==> src/rtl/mem_arb_pkg.sv <==
// Shared types and constants for the dcache/icache main-memory arbiter.
// Round-robin arbitration is enabled by defining ARB_ROUND_ROBIN_EN.
package mem_arb_pkg;

   localparam int MEM_ADDR_W = 6;
   localparam int MEM_DATA_W = 32;

   typedef logic req_id_t;
   localparam req_id_t REQ_D = 1'b0;
   localparam req_id_t REQ_I = 1'b1;

   typedef enum logic [2:0] {
      ST_IDLE    = 3'd0,
      ST_GRANT_D = 3'd1,
      ST_GRANT_I = 3'd2,
      ST_DONE_D  = 3'd3,
      ST_DONE_I  = 3'd4
   } arb_state_t;

endpackage

==> src/rtl/mem_arbiter_arb_pick.sv <==
// Combinational two-way requester picker for mem_arbiter.
// ARB_ROUND_ROBIN_EN selects round-robin; otherwise dcache has fixed priority.
module arb_pick
   import mem_arb_pkg::*;
(
   input  logic    i_req_d,
   input  logic    i_req_i,
   input  req_id_t i_last_served,
   output logic    o_grant_valid,
   output req_id_t o_grant
);

   assign o_grant_valid = i_req_d | i_req_i;

`ifdef ARB_ROUND_ROBIN_EN
   // On contention the requester not served most recently wins.
   always_comb begin
      o_grant = REQ_D;
      if (i_req_d && i_req_i)
         o_grant = (i_last_served == REQ_D) ? REQ_I : REQ_D;
      else if (i_req_i)
         o_grant = REQ_I;
   end
`else
   logic w_unused_last;
   assign w_unused_last = i_last_served;

   always_comb begin
      o_grant = REQ_D;
      if (!i_req_d && i_req_i)
         o_grant = REQ_I;
   end
`endif

endmodule

==> src/rtl/mem_arbiter.sv <==
// Shares one block memory port between dcache and icache, one transaction at a time.
// Define ARB_ROUND_ROBIN_EN for round-robin; default is fixed dcache priority.
module mem_arbiter
   import mem_arb_pkg::*;
#(
   parameter int ADDR_W = MEM_ADDR_W,
   parameter int DATA_W = MEM_DATA_W
) (
   input  logic              clock,
   input  logic              reset,
   input  logic              d_read,
   input  logic              d_write,
   input  logic [ADDR_W-1:0] d_address,
   input  logic [DATA_W-1:0] d_writedata,
   output logic [DATA_W-1:0] d_readdata,
   output logic              d_busywait,
   input  logic              i_read,
   input  logic [ADDR_W-1:0] i_address,
   output logic [DATA_W-1:0] i_readdata,
   output logic              i_busywait,
   output logic              mem_read,
   output logic              mem_write,
   output logic [ADDR_W-1:0] mem_address,
   output logic [DATA_W-1:0] mem_writedata,
   input  logic [DATA_W-1:0] mem_readdata,
   input  logic              mem_busywait
);

   arb_state_t        r_state, w_state_next;
   logic              r_started, w_started_next;
   req_id_t           r_last, w_last_next;
   logic              r_mem_read, w_mem_read_next;
   logic              r_mem_write, w_mem_write_next;
   logic [ADDR_W-1:0] r_mem_address, w_mem_address_next;
   logic [DATA_W-1:0] r_mem_writedata, w_mem_writedata_next;
   logic [DATA_W-1:0] r_d_readdata, w_d_readdata_next;
   logic [DATA_W-1:0] r_i_readdata, w_i_readdata_next;

   logic    w_req_d;
   logic    w_grant_valid;
   req_id_t w_grant;

   assign w_req_d = d_read | d_write;

   arb_pick u_pick (
      .i_req_d       (w_req_d),
      .i_req_i       (i_read),
      .i_last_served (r_last),
      .o_grant_valid (w_grant_valid),
      .o_grant       (w_grant)
   );

   always_ff @(posedge clock) begin
      if (reset) begin
         r_state         <= ST_IDLE;
         r_started       <= 1'b0;
         r_last          <= REQ_I;
         r_mem_read      <= 1'b0;
         r_mem_write     <= 1'b0;
         r_mem_address   <= '0;
         r_mem_writedata <= '0;
         r_d_readdata    <= '0;
         r_i_readdata    <= '0;
      end else begin
         r_state         <= w_state_next;
         r_started       <= w_started_next;
         r_last          <= w_last_next;
         r_mem_read      <= w_mem_read_next;
         r_mem_write     <= w_mem_write_next;
         r_mem_address   <= w_mem_address_next;
         r_mem_writedata <= w_mem_writedata_next;
         r_d_readdata    <= w_d_readdata_next;
         r_i_readdata    <= w_i_readdata_next;
      end
   end

   always_comb begin
      w_state_next         = r_state;
      w_started_next       = r_started;
      w_last_next          = r_last;
      w_mem_read_next      = r_mem_read;
      w_mem_write_next     = r_mem_write;
      w_mem_address_next   = r_mem_address;
      w_mem_writedata_next = r_mem_writedata;
      w_d_readdata_next    = r_d_readdata;
      w_i_readdata_next    = r_i_readdata;

      case (r_state)
         ST_IDLE: begin
            if (w_grant_valid) begin
               w_started_next = 1'b0;
               if (w_grant == REQ_D) begin
                  // A write-back takes precedence over a simultaneous read.
                  w_state_next         = ST_GRANT_D;
                  w_mem_write_next     = d_write;
                  w_mem_read_next      = d_read & ~d_write;
                  w_mem_address_next   = d_address;
                  w_mem_writedata_next = d_writedata;
               end else begin
                  w_state_next         = ST_GRANT_I;
                  w_mem_write_next     = 1'b0;
                  w_mem_read_next      = 1'b1;
                  w_mem_address_next   = i_address;
                  w_mem_writedata_next = '0;
               end
            end
         end
         ST_GRANT_D, ST_GRANT_I: begin
            // Completion only counts once memory has actually signalled busy.
            if (!r_started) begin
               if (mem_busywait)
                  w_started_next = 1'b1;
            end else if (!mem_busywait) begin
               w_started_next   = 1'b0;
               w_mem_read_next  = 1'b0;
               w_mem_write_next = 1'b0;
               if (r_state == ST_GRANT_D) begin
                  if (r_mem_read)
                     w_d_readdata_next = mem_readdata;
                  w_last_next  = REQ_D;
                  w_state_next = ST_DONE_D;
               end else begin
                  if (r_mem_read)
                     w_i_readdata_next = mem_readdata;
                  w_last_next  = REQ_I;
                  w_state_next = ST_DONE_I;
               end
            end
         end
         ST_DONE_D, ST_DONE_I: w_state_next = ST_IDLE;
         default:              w_state_next = ST_IDLE;
      endcase
   end

   assign d_busywait    = w_req_d && (r_state != ST_DONE_D);
   assign i_busywait    = i_read && (r_state != ST_DONE_I);
   assign d_readdata    = r_d_readdata;
   assign i_readdata    = r_i_readdata;
   assign mem_read      = r_mem_read;
   assign mem_write     = r_mem_write;
   assign mem_address   = r_mem_address;
   assign mem_writedata = r_mem_writedata;

endmodule
==> config.mk <==
export PLATFORM = sky130hd
export DESIGN_NAME = mem_arbiter
export DESIGN_NICKNAME = d
export VERILOG_FILES = /design/src/rtl/mem_arb_pkg.sv /design/src/rtl/mem_arbiter_arb_pick.sv /design/src/rtl/mem_arbiter.sv
export SDC_FILE = /design/constraint.sdc
export NUM_CORES = 1
export LEC_CHECK = 0
export ABC_AREA = 1
export ABC_CLOCK_PERIOD_IN_PS = 2140
export CORE_MARGIN = 2
export CORE_UTILIZATION = 41
export CTS_CLUSTER_DIAMETER = 30
export DETAILED_ROUTE_END_ITERATION = 8
export PLACE_DENSITY = 0.76
export SLEW_MARGIN = 20
export SYNTH_ARGS = -nofsm -noshare
export SYNTH_HDL_FRONTEND = slang
export SYNTH_HIERARCHICAL = 1
export SYNTH_SLANG_ARGS = --single-unit
==> constraint.sdc <==
create_clock -name clock -period 2.14 [get_ports clock]
set_clock_uncertainty 0.1 [all_clocks]
set_input_delay 0.642 -clock clock [delete_from_list [all_inputs] [get_ports clock]]
set_output_delay 0.642 -clock clock [all_outputs]
set_load 0.02 [all_outputs]
==> impl_metrics.json, run 1 <==
{
  "status": "completed",
  "avgSynthCellArea_um2": 7.94,
  "dp.cells": 829,
  "vias": 4015,
  "hold_path_class": "flop to flop",
  "grt_pass1_vias": 3831,
  "start_util_pct": 42.2,
  "cts_setup_buffers": 0,
  "grt_overflow": 0,
  "grtUsageTotal_pct": 20.3,
  "tightest_slew_ps": 413,
  "cts_root_buffer": "clkbuf_8",
  "fin_util_pct": 65.9,
  "hpwl_mm": 8.10,
  "grt_max_degree": 74,
  "clock_sinks": 108,
  "hold_viol": 0,
  "slowest_stage": "clkdlybuf4s50_1",
  "arrival_ps": 1360,
  "slew_violations": 0,
  "clock_path_buffers": 2,
  "worstHoldPathCells": 2,
  "worstSetupStartpointType": "flop",
  "drcViolationCount": 0,
  "area_growth_pct": 56.3,
  "critical_path_class": "flop to output pin",
  "finalPower_mw": 5.72,
  "dr.pass1.iters": 4,
  "n_fill_cell": 864,
  "fin_crit_ps": 2100,
  "cts_buffers": 9,
  "setup_ws_ps": 41.5,
  "crit_required_ps": 1400,
  "fmax_ghz": 0.477,
  "routed_wl_mm": 11.0,
  "dieHeight_um": 104,
  "drt_iter0_drc": 168,
  "synth_cells": 517,
  "htree_num_levels": 3,
  "rr_worst_depth": 8,
  "fin_area_um2": 6410,
  "syn-num-nets": 599,
  "ys_warn_count": 6,
  "diodes": 0,
  "grt_first_pass_wirelength_mm": 18.2,
  "rows": 36,
  "cp_cell_sequence": "clkdlybuf4s50_1",
  "hold_slack_ps": 362,
  "path_max_fanout": 2,
  "wire_per_inst_um": 13.0,
  "io_buffer_count": 187,
  "clk_latency_ps": 350,
  "worstSetupEndpointType": "output pin",
  "cap_violations": 0,
  "ir_drop_uv": 653,
  "viasPerCell": 4.75,
  "rsz0062_at_grt": "false",
  "tritoncts": "built",
  "antenna_found_initial": 0,
  "fin_setup_tns_ps": 0,
  "fin_nets": 789,
  "ios": 188,
  "place_area_um2": 6190,
  "drt.antenna.violating_nets": 0,
  "max_slew_margin_pct": 72.5,
  "finalSetupViolCount": 0,
  "place_ws_ps": -608,
  "critPathMaxStageDelay_ps": 640,
  "die_area_um2": 10800,
  "gp_congestion": 0.845,
  "critical-path-top-delay-family": "buffers and inverters",
  "crit_cells": 1,
  "die_x_um": 104,
  "drive_gt1_share_pct": 10.7,
  "syn_area_um2": 4100,
  "holdBufCountCts": 0,
  "p_leak_nw": 2.69,
  "crit_buf_inv": 1,
  "power_density_nw_per_um2": 891,
  "fin_crit_sh_pct": 98.1,
  "core_area_um2": 9730,
  "clk_pin_slew_ps": 110,
  "fin_cells": 845
}
## what timing repair did
action                     in CTS  in global routing
resized for setup              12                 17
pin swaps                       0                  1
setup endpoints to repair       3                 15
## state kept, by name (all words and copies together), names as in the netlist
register       cells
r_state            3
mem_address        6
mem_read           1
r_started          1
mem_writedata     32
mem_write          1
d_readdata        32
i_readdata        32
## cells in the final DEF (no fill, tap or decap), drive strengths merged, types with 6 or more instances in the layout
| cell type | instances |
|---|---|
| clkbuf | 10 |
| nand3 | 12 |
| dlymetal6s2s | 15 |
| o21ai | 64 |
| inv | 22 |
| nand2 | 93 |
| a21oi | 37 |
| dfxtp | 108 |
| nor2 | 140 |
| buf | 26 |
| o211a | 6 |
| clkdlybuf4s50 | 168 |
## area by class of cell
type / count / area [µm²] / area share, %
flip-flops and latches: 108 / 2160 / 33.7
clock inverters: 6 / 55.1 / 0.859
clock buffers: 10 / 138 / 2.15
multi-input cells: 358 / 1660 / 25.9
well taps: 133 / 166 / 2.60
inverters: 19 / 72.6 / 1.13
repair buffers: 211 / 2160 / 33.7
## worst paths after layout
kind | startpoint | to | slack, ps
worst max-delay path | d_readdata[31]$_SDFFE_PP0P_ | d_readdata[31] | 40
worst min-delay path | r_started$_SDFFE_PP0P_ | r_started$_SDFFE_PP0P_ | 360
worst max register to register | r_state[0]$_SDFFE_PP0P_ | i_readdata[27]$_SDFFE_PP0P_ | 540
worst min register to register | r_started$_SDFFE_PP0P_ | r_started$_SDFFE_PP0P_ | 360
## power by group
part           leakage [nW]  switching (mW)  internal [mW]
Clock                0.0934           0.733          0.481
Combinational          1.72            1.14          0.946
Sequential            0.878           0.149           2.27
## worst reg2reg max path, delay by kind of cell, from the launching register on
| kind | cells | cell delay (ps) |
|---|---|---|
| flip-flops | 1 | 340 |
| AND/OR/NAND/NOR | 4 | 420 |
| buffers and inverters | 3 | 430 |
| AO/OA/AOI/OAI | 1 | 210 |
## per-layer routing
layer,wire [µm],GRT usage (%),up-vias
li1,-,-,2026
met4,231,7.34,0
met1,4850,25.4,1829
met2,5100,33.3,142
met3,782,6.02,18
met5,0,0,-
(Power assumes the default switching activity.)
==> run 2, diff against run 1 <==
--- a/config.mk
+++ b/config.mk
@@ -5,13 +5,13 @@
 export SDC_FILE = /design/constraint.sdc
 export NUM_CORES = 1
 export LEC_CHECK = 0
-export ABC_AREA = 1
 export ABC_CLOCK_PERIOD_IN_PS = 2140
 export CORE_MARGIN = 2
-export CORE_UTILIZATION = 41
+export CORE_UTILIZATION = 42
 export CTS_CLUSTER_DIAMETER = 30
 export DETAILED_ROUTE_END_ITERATION = 8
-export PLACE_DENSITY = 0.76
+export GPL_TIMING_DRIVEN = 0
+export PLACE_DENSITY = 0.77
 export SLEW_MARGIN = 20
 export SYNTH_ARGS = -nofsm -noshare
 export SYNTH_HDL_FRONTEND = slang
==> run 2 against run 1 <==
Non-clock buffer count rose by 30. Utilization grew 0.62 points. Setup slack got worse by 38 ps. Global-route usage rose by 3.8 points. Clock-buffer cell count up 1. Wire length rose by 23%. Sequential share of layout area is 0.25 points lower. Synthesized area rose by 2.5%. Sequential cell count unchanged. Sequential power down 11%. Hold slack lost 5.8 ps. Die area about the same. Critical path type is now primary input to output pin. Largest cell class unchanged.
==> impl_metrics.json, run 2 <==
{
  "drt_iter0_drc": 260,
  "critPathMaxStageDelay_ps": 230,
  "area_growth_pct": 53.9,
  "tightest_slew_ps": 534,
  "r2r_start": "r_state[1]$_SDFFE_PP0P_",
  "grt_first_pass_wirelength_mm": 21.4,
  "routed_wl_mm": 13.5,
  "tritoncts": "built",
  "grt_max_degree": 18,
  "start_util_pct": 43.2,
  "finalSetupViolCount": 0,
  "clock_path_buffers": 2,
  "max_slew_margin_pct": 64.4,
  "critical-path-top-delay-family": "buffers and inverters",
  "clk_latency_ps": 370,
  "crit_required_ps": 1400,
  "crit_path_start": "d_read",
  "fin_nets": 785,
  "hold_viol": 0,
  "rows": 36,
  "drt.antenna.violating_nets": 0,
  "holdBufCountCts": 0,
  "grt_overflow": 0,
  "crit_cells": 4,
  "rr_worst_depth": 4,
  "fmax_ghz": 0.468,
  "drcViolationCount": 0,
  "dr.pass1.iters": 5,
  "cap_violations": 0,
  "fin_area_um2": 6470,
  "fin_crit_ps": 2140,
  "slowest_stage": "dlygate4sd2_1",
  "dieHeight_um": 104,
  "vias": 4562,
  "cp_cell_sequence": "dlygate4sd2_1 > or2_4 > a21boi_1 > buf_4",
  "status": "completed",
  "power_density_nw_per_um2": 643,
  "r2r_setup_slack_ps": 390,
  "final_cell_mix": "178 x clkdlybuf4s50_1, 105 x dfxtp_1, 100 x a21oi_1, 97 x nand3_1, 65 x o21ai_0",
  "diodes": 0,
  "critical_path_class": "primary input to output pin",
  "dp.cells": 822,
  "wire_per_inst_um": 16.1,
  "ir_drop_uv": 353,
  "viasPerCell": 5.42,
  "syn_area_um2": 4210,
  "clk_pin_slew_ps": 100,
  "syn-num-nets": 585,
  "layout_commonest_cell": "clkdlybuf4s50_1",
  "antenna_found_initial": 0,
  "io_buffer_count": 186,
  "cts_root_buffer": "clkbuf_8",
  "clock_sinks": 108,
  "arrival_ps": 1390,
  "ios": 188,
  "slew_violations": 0,
  "worstSetupStartpointType": "primary input",
  "hold_path_class": "flop to flop",
  "htree_num_levels": 3,
  "synth_cells": 503,
  "grt_pass1_vias": 4334,
  "core_area_um2": 9730,
  "fin_crit_sh_pct": 99.8,
  "place_area_um2": 6230,
  "die_x_um": 104,
  "hpwl_mm": 9.95,
  "rsz0062_at_grt": "true",
  "path_max_fanout": 3,
  "cts_buffers": 9,
  "n_fill_cell": 858,
  "crit_buf_inv": 2,
  "worstSetupEndpointType": "output pin",
  "r2r-end": "i_readdata[4]$_SDFFE_PP0P_",
  "ys_warn_count": 6,
  "gp_congestion": 0.871,
  "cp-endpoint": "d_busywait",
  "drive_gt1_share_pct": 8.05,
  "grtUsageTotal_pct": 24.1,
  "fin_cells": 841,
  "die_area_um2": 10800,
  "p_leak_nw": 2.24,
  "avgSynthCellArea_um2": 8.36
}
[run 2: how the worst min path moves through the flow]
stage	startpoint	to	slack [ps]	depth (start not counted)
after global placement	mem_writedata[29]$_SDFFE_PP0P_	mem_writedata[29]$_SDFFE_PP0P_	340	2
final	mem_writedata[5]$_SDFFE_PP0P_	mem_writedata[5]$_SDFFE_PP0P_	360	2
after global routing	mem_writedata[30]$_SDFFE_PP0P_	mem_writedata[30]$_SDFFE_PP0P_	380	2
after detailed placement	mem_writedata[5]$_SDFFE_PP0P_	mem_writedata[5]$_SDFFE_PP0P_	350	2
after CTS	mem_writedata[5]$_SDFFE_PP0P_	mem_writedata[5]$_SDFFE_PP0P_	360	2
after floorplan	r_started$_SDFFE_PP0P_	r_started$_SDFFE_PP0P_	370	2
[run 2: worst reg2reg max path, delay by kind of cell, from the launching register on]
kind | cells | cell delay, ps
AO/OA/AOI/OAI | 2 | 330
AND/OR/NAND/NOR | 1 | 550
buffers and inverters | 1 | 250
flip-flops | 1 | 400
[run 2: what timing repair did]
action	in CTS	in global routing
endpoints found under the setup margin	43	56
buffers inserted	2	2
pin swaps	1	1
cloned	0	0
gates resized for setup	27	17
[run 2: where the power goes]
| group | switching (mW) | internal [mW] |
|---|---|---|
| Combinational | 0.458 | 0.405 |
| Sequential | 0.0488 | 2.09 |
| Clock | 0.702 | 0.458 |
[run 2: final cells by class]
| class | instances | area [µm²] | share of cell area [%] |
|---|---|---|---|
| tap | 133 | 166 | 2.57 |
| sequential | 108 | 2170 | 33.5 |
| clock inverter | 5 | 36.3 | 0.561 |
| timing repair buffer | 190 | 1890 | 29.2 |
| multi-input combinational | 341 | 1800 | 27.9 |
| inverter | 2 | 11.3 | 0.174 |
| buffer | 51 | 255 | 3.94 |
| clock buffer | 11 | 141 | 2.18 |
[run 2: stage by stage]
step           power [mW]  hold slack (ps)  TNS (ps)  setup slack [ps]  utilization (%)
2_1_floorplan        2.60              372         0              81.2                -
3_3_place_gp         3.01              340    -37770              -690             64.1
3_5_place_dp         3.03              346    -42000              -693             64.1
4_1_cts              4.17              360     -18.9             -18.9             66.2
5_1_grt              4.32              382     -14.2             -14.2             66.5
6_report             4.16              356         0              3.92             66.5
[run 2: per-layer routing]
| metal | global-route usage (%) | part of all wire, % | routed length (µm) |
|---|---|---|---|
| met1 | 30.3 | 43 | 5790 |
| met2 | 41.4 | 49 | 6650 |
| met3 | 3.57 | 6.0 | 813 |
| met4 | 9.94 | 2.0 | 277 |
| met5 | 0 | 0 | 0 |
==> run 3, diff against run 2 <==
--- a/config.mk
+++ b/config.mk
@@ -5,13 +5,14 @@
 export SDC_FILE = /design/constraint.sdc
 export NUM_CORES = 1
 export LEC_CHECK = 0
+export ABC_AREA = 1
 export ABC_CLOCK_PERIOD_IN_PS = 2140
 export CORE_MARGIN = 2
-export CORE_UTILIZATION = 42
+export CORE_UTILIZATION = 41
 export CTS_CLUSTER_DIAMETER = 30
 export DETAILED_ROUTE_END_ITERATION = 8
 export GPL_TIMING_DRIVEN = 0
-export PLACE_DENSITY = 0.77
+export PLACE_DENSITY = 0.76
 export SLEW_MARGIN = 20
 export SYNTH_ARGS = -nofsm -noshare
 export SYNTH_HDL_FRONTEND = slang
==> run 3 against run 2 <==
Wire length is 18% lower. Hold slack gained 8.4 ps. Sequential share of layout area up 0.49 points. Combinational power grew 140%. Clock-buffer cell count did not move. First-iteration DRC count down 66%. Non-clock buffer count down 23. Via count decreased by 12%. Sequential cell count is the same. Register-to-register slack better by 150 ps. Critical path depth fell by 3. Largest power group unchanged. Highest routed layer unchanged.
==> impl_metrics.json, run 3 (same netlist as run 1, synthesis figures left out) <==
{
  "fin_nets": 796,
  "cp_cell_sequence": "clkdlybuf4s50_1",
  "core_area_um2": 9730,
  "power_density_nw_per_um2": 918,
  "htree_num_levels": 3,
  "io_buffer_count": 186,
  "tritoncts": "built",
  "r2r_setup_slack_ps": 540,
  "diodes": 0,
  "finalSetupViolCount": 0,
  "slowest_stage": "clkdlybuf4s50_1",
  "wire_per_inst_um": 13.1,
  "register_area_um2": 2160,
  "crit_required_ps": 1400,
  "grt_pass1_vias": 3883,
  "crit_buf_inv": 1,
  "hold_slack_ps": 364,
  "hold_viol": 0,
  "dieHeight_um": 104,
  "fmax_ghz": 0.482,
  "worstSetupStartpointType": "flop",
  "drt.antenna.violating_nets": 0,
  "area_growth_pct": 55.2,
  "p_sw_share_pct": 33.5,
  "holdBufCountCts": 0,
  "start_util_pct": 42.2,
  "cts_buffers": 9,
  "tightest_slew_ps": 644,
  "slew_violations": 0,
  "fin_crit_sh_pct": 96.9,
  "grt_overflow": 0,
  "rows": 36,
  "worstHoldPathCells": 2,
  "fin_util_pct": 65.4,
  "critical-path-top-delay-family": "buffers and inverters",
  "cts_setup_buffers": 0,
  "fin_setup_tns_ps": 0,
  "max_slew_margin_pct": 57.1,
  "viasPerCell": 4.72,
  "internal_power_mw": 3.88,
  "dr.pass1.iters": 4,
  "layout_commonest_cell": "clkdlybuf4s50_1",
  "n_fill_cell": 836,
  "final_cell_mix": "173 x clkdlybuf4s50_1, 138 x nor2_1, 108 x dfxtp_1, 81 x nand2_1, 56 x o21ai_0",
  "routed_wl_mm": 11.1,
  "r2r_start": "r_state[0]$_SDFFE_PP0P_",
  "setup_ws_ps": 65.9,
  "clk_latency_ps": 350,
  "ir_drop_uv": 593,
  "p_comb_share_pct": 35.1,
  "hold_start": "r_started$_SDFFE_PP0P_",
  "hpwl_mm": 8.49,
  "grt_first_pass_wirelength_mm": 18.0,
  "cts_root_buffer": "clkbuf_8",
  "clk_pin_slew_ps": 100,
  "drive_gt1_share_pct": 10.0,
  "worstSetupEndpointType": "output pin",
  "rsz0062_at_grt": "false",
  "clockPowerShare_pct": 23.3,
  "cap_violations": 0,
  "die_area_um2": 10800,
  "drcViolationCount": 0,
  "p_sw_mw": 1.96,
  "ios": 188,
  "gp_congestion": 0.832,
  "antenna_found_initial": 0,
  "r2r-end": "d_readdata[10]$_SDFFE_PP0P_",
  "drt_iter0_drc": 88,
  "path_max_fanout": 2,
  "hold_path_class": "flop to flop",
  "place_ws_ps": -590,
  "clock_path_buffers": 2,
  "p_leak_nw": 2.56,
  "arrival_ps": 1330,
  "grt_max_degree": 18,
  "dp.cells": 836,
  "status": "completed",
  "critPathMaxStageDelay_ps": 620,
  "fin_cells": 852,
  "critical_path_class": "flop to output pin",
  "pwr-share-seq_pct": 41.5,
  "vias": 4022,
  "multi_input_area_um2": 1660,
  "clock_sinks": 108,
  "fin_crit_ps": 2070,
  "hold_path_end": "r_started$_SDFFE_PP0P_",
  "grtUsageTotal_pct": 20.1,
  "die_x_um": 104,
  "rr_worst_depth": 5
}
[run 3: worst max path at each step]
stage                                   startpoint                       to  slack [ps]  depth (start not counted)
global placement                            d_read               d_busywait        -570                          4
detailed placement                          d_read               d_busywait        -590                          4
CTS                    d_readdata[31]$_SDFFE_PP0P_           d_readdata[31]          30                          1
finish                  d_readdata[1]$_SDFFE_PP0P_            d_readdata[1]          70                          1
global route        mem_writedata[27]$_SDFFE_PP0P_        mem_writedata[27]        0.08                          1
floorplan                                  d_write  r_state[0]$_SDFFE_PP0P_         280                          9
[run 3: metal layers]
layer | vias to the layer above | part of all wire [%] | GRT usage [%] | routed length, µm
met3 | 16 | 7.8 | 7.33 | 873
met4 | 0 | 1.9 | 6.66 | 209
met5 | - | 0 | 0 | 0
li1 | 2044 | - | - | -
met2 | 146 | 47 | 34.0 | 5240
met1 | 1816 | 43 | 23.7 | 4810
[run 3: cell type report]
type                    count  area share (%)
flip-flops and latches    108            34.0
well taps                 133            2.61
inverters                  19            1.14
clock buffers              11            2.22
clock inverters             5            1.32
multi-input cells         358            26.1
plain buffers              32            3.28
repair buffers            186            29.4
[run 3: what timing repair did]
item | in CTS | in global routing
endpoints found under the setup margin | 4 | 7
gates resized for setup | 17 | 7
pin swaps | 1 | 0
[run 3: metrics by stage]
stage / instance area (µm²) / power (mW)
floorplan: 4100 / 3.69
global placement: 6130 / 4.50
detailed placement: 6130 / 4.54
CTS: 6350 / 5.92
global route: 6370 / 6.19
finish: 6370 / 5.84
[run 3: tightest hold or removal path, stage by stage (launching register included)]
cell and delay (ps):
dfxtp_1 320, nand2_1 60, a21oi_1 50
[run 3: power groups by stage]
stage                     Sequential [mW]  Clock [mW]  Combinational [mW]
final                                2.43        1.36                2.05
after global routing                 2.46        1.50                2.23
after global placement               2.46           0                2.03
after floorplan                      2.74           0               0.954
after CTS                            2.43        1.42                2.08
after detailed placement             2.47           0                2.07
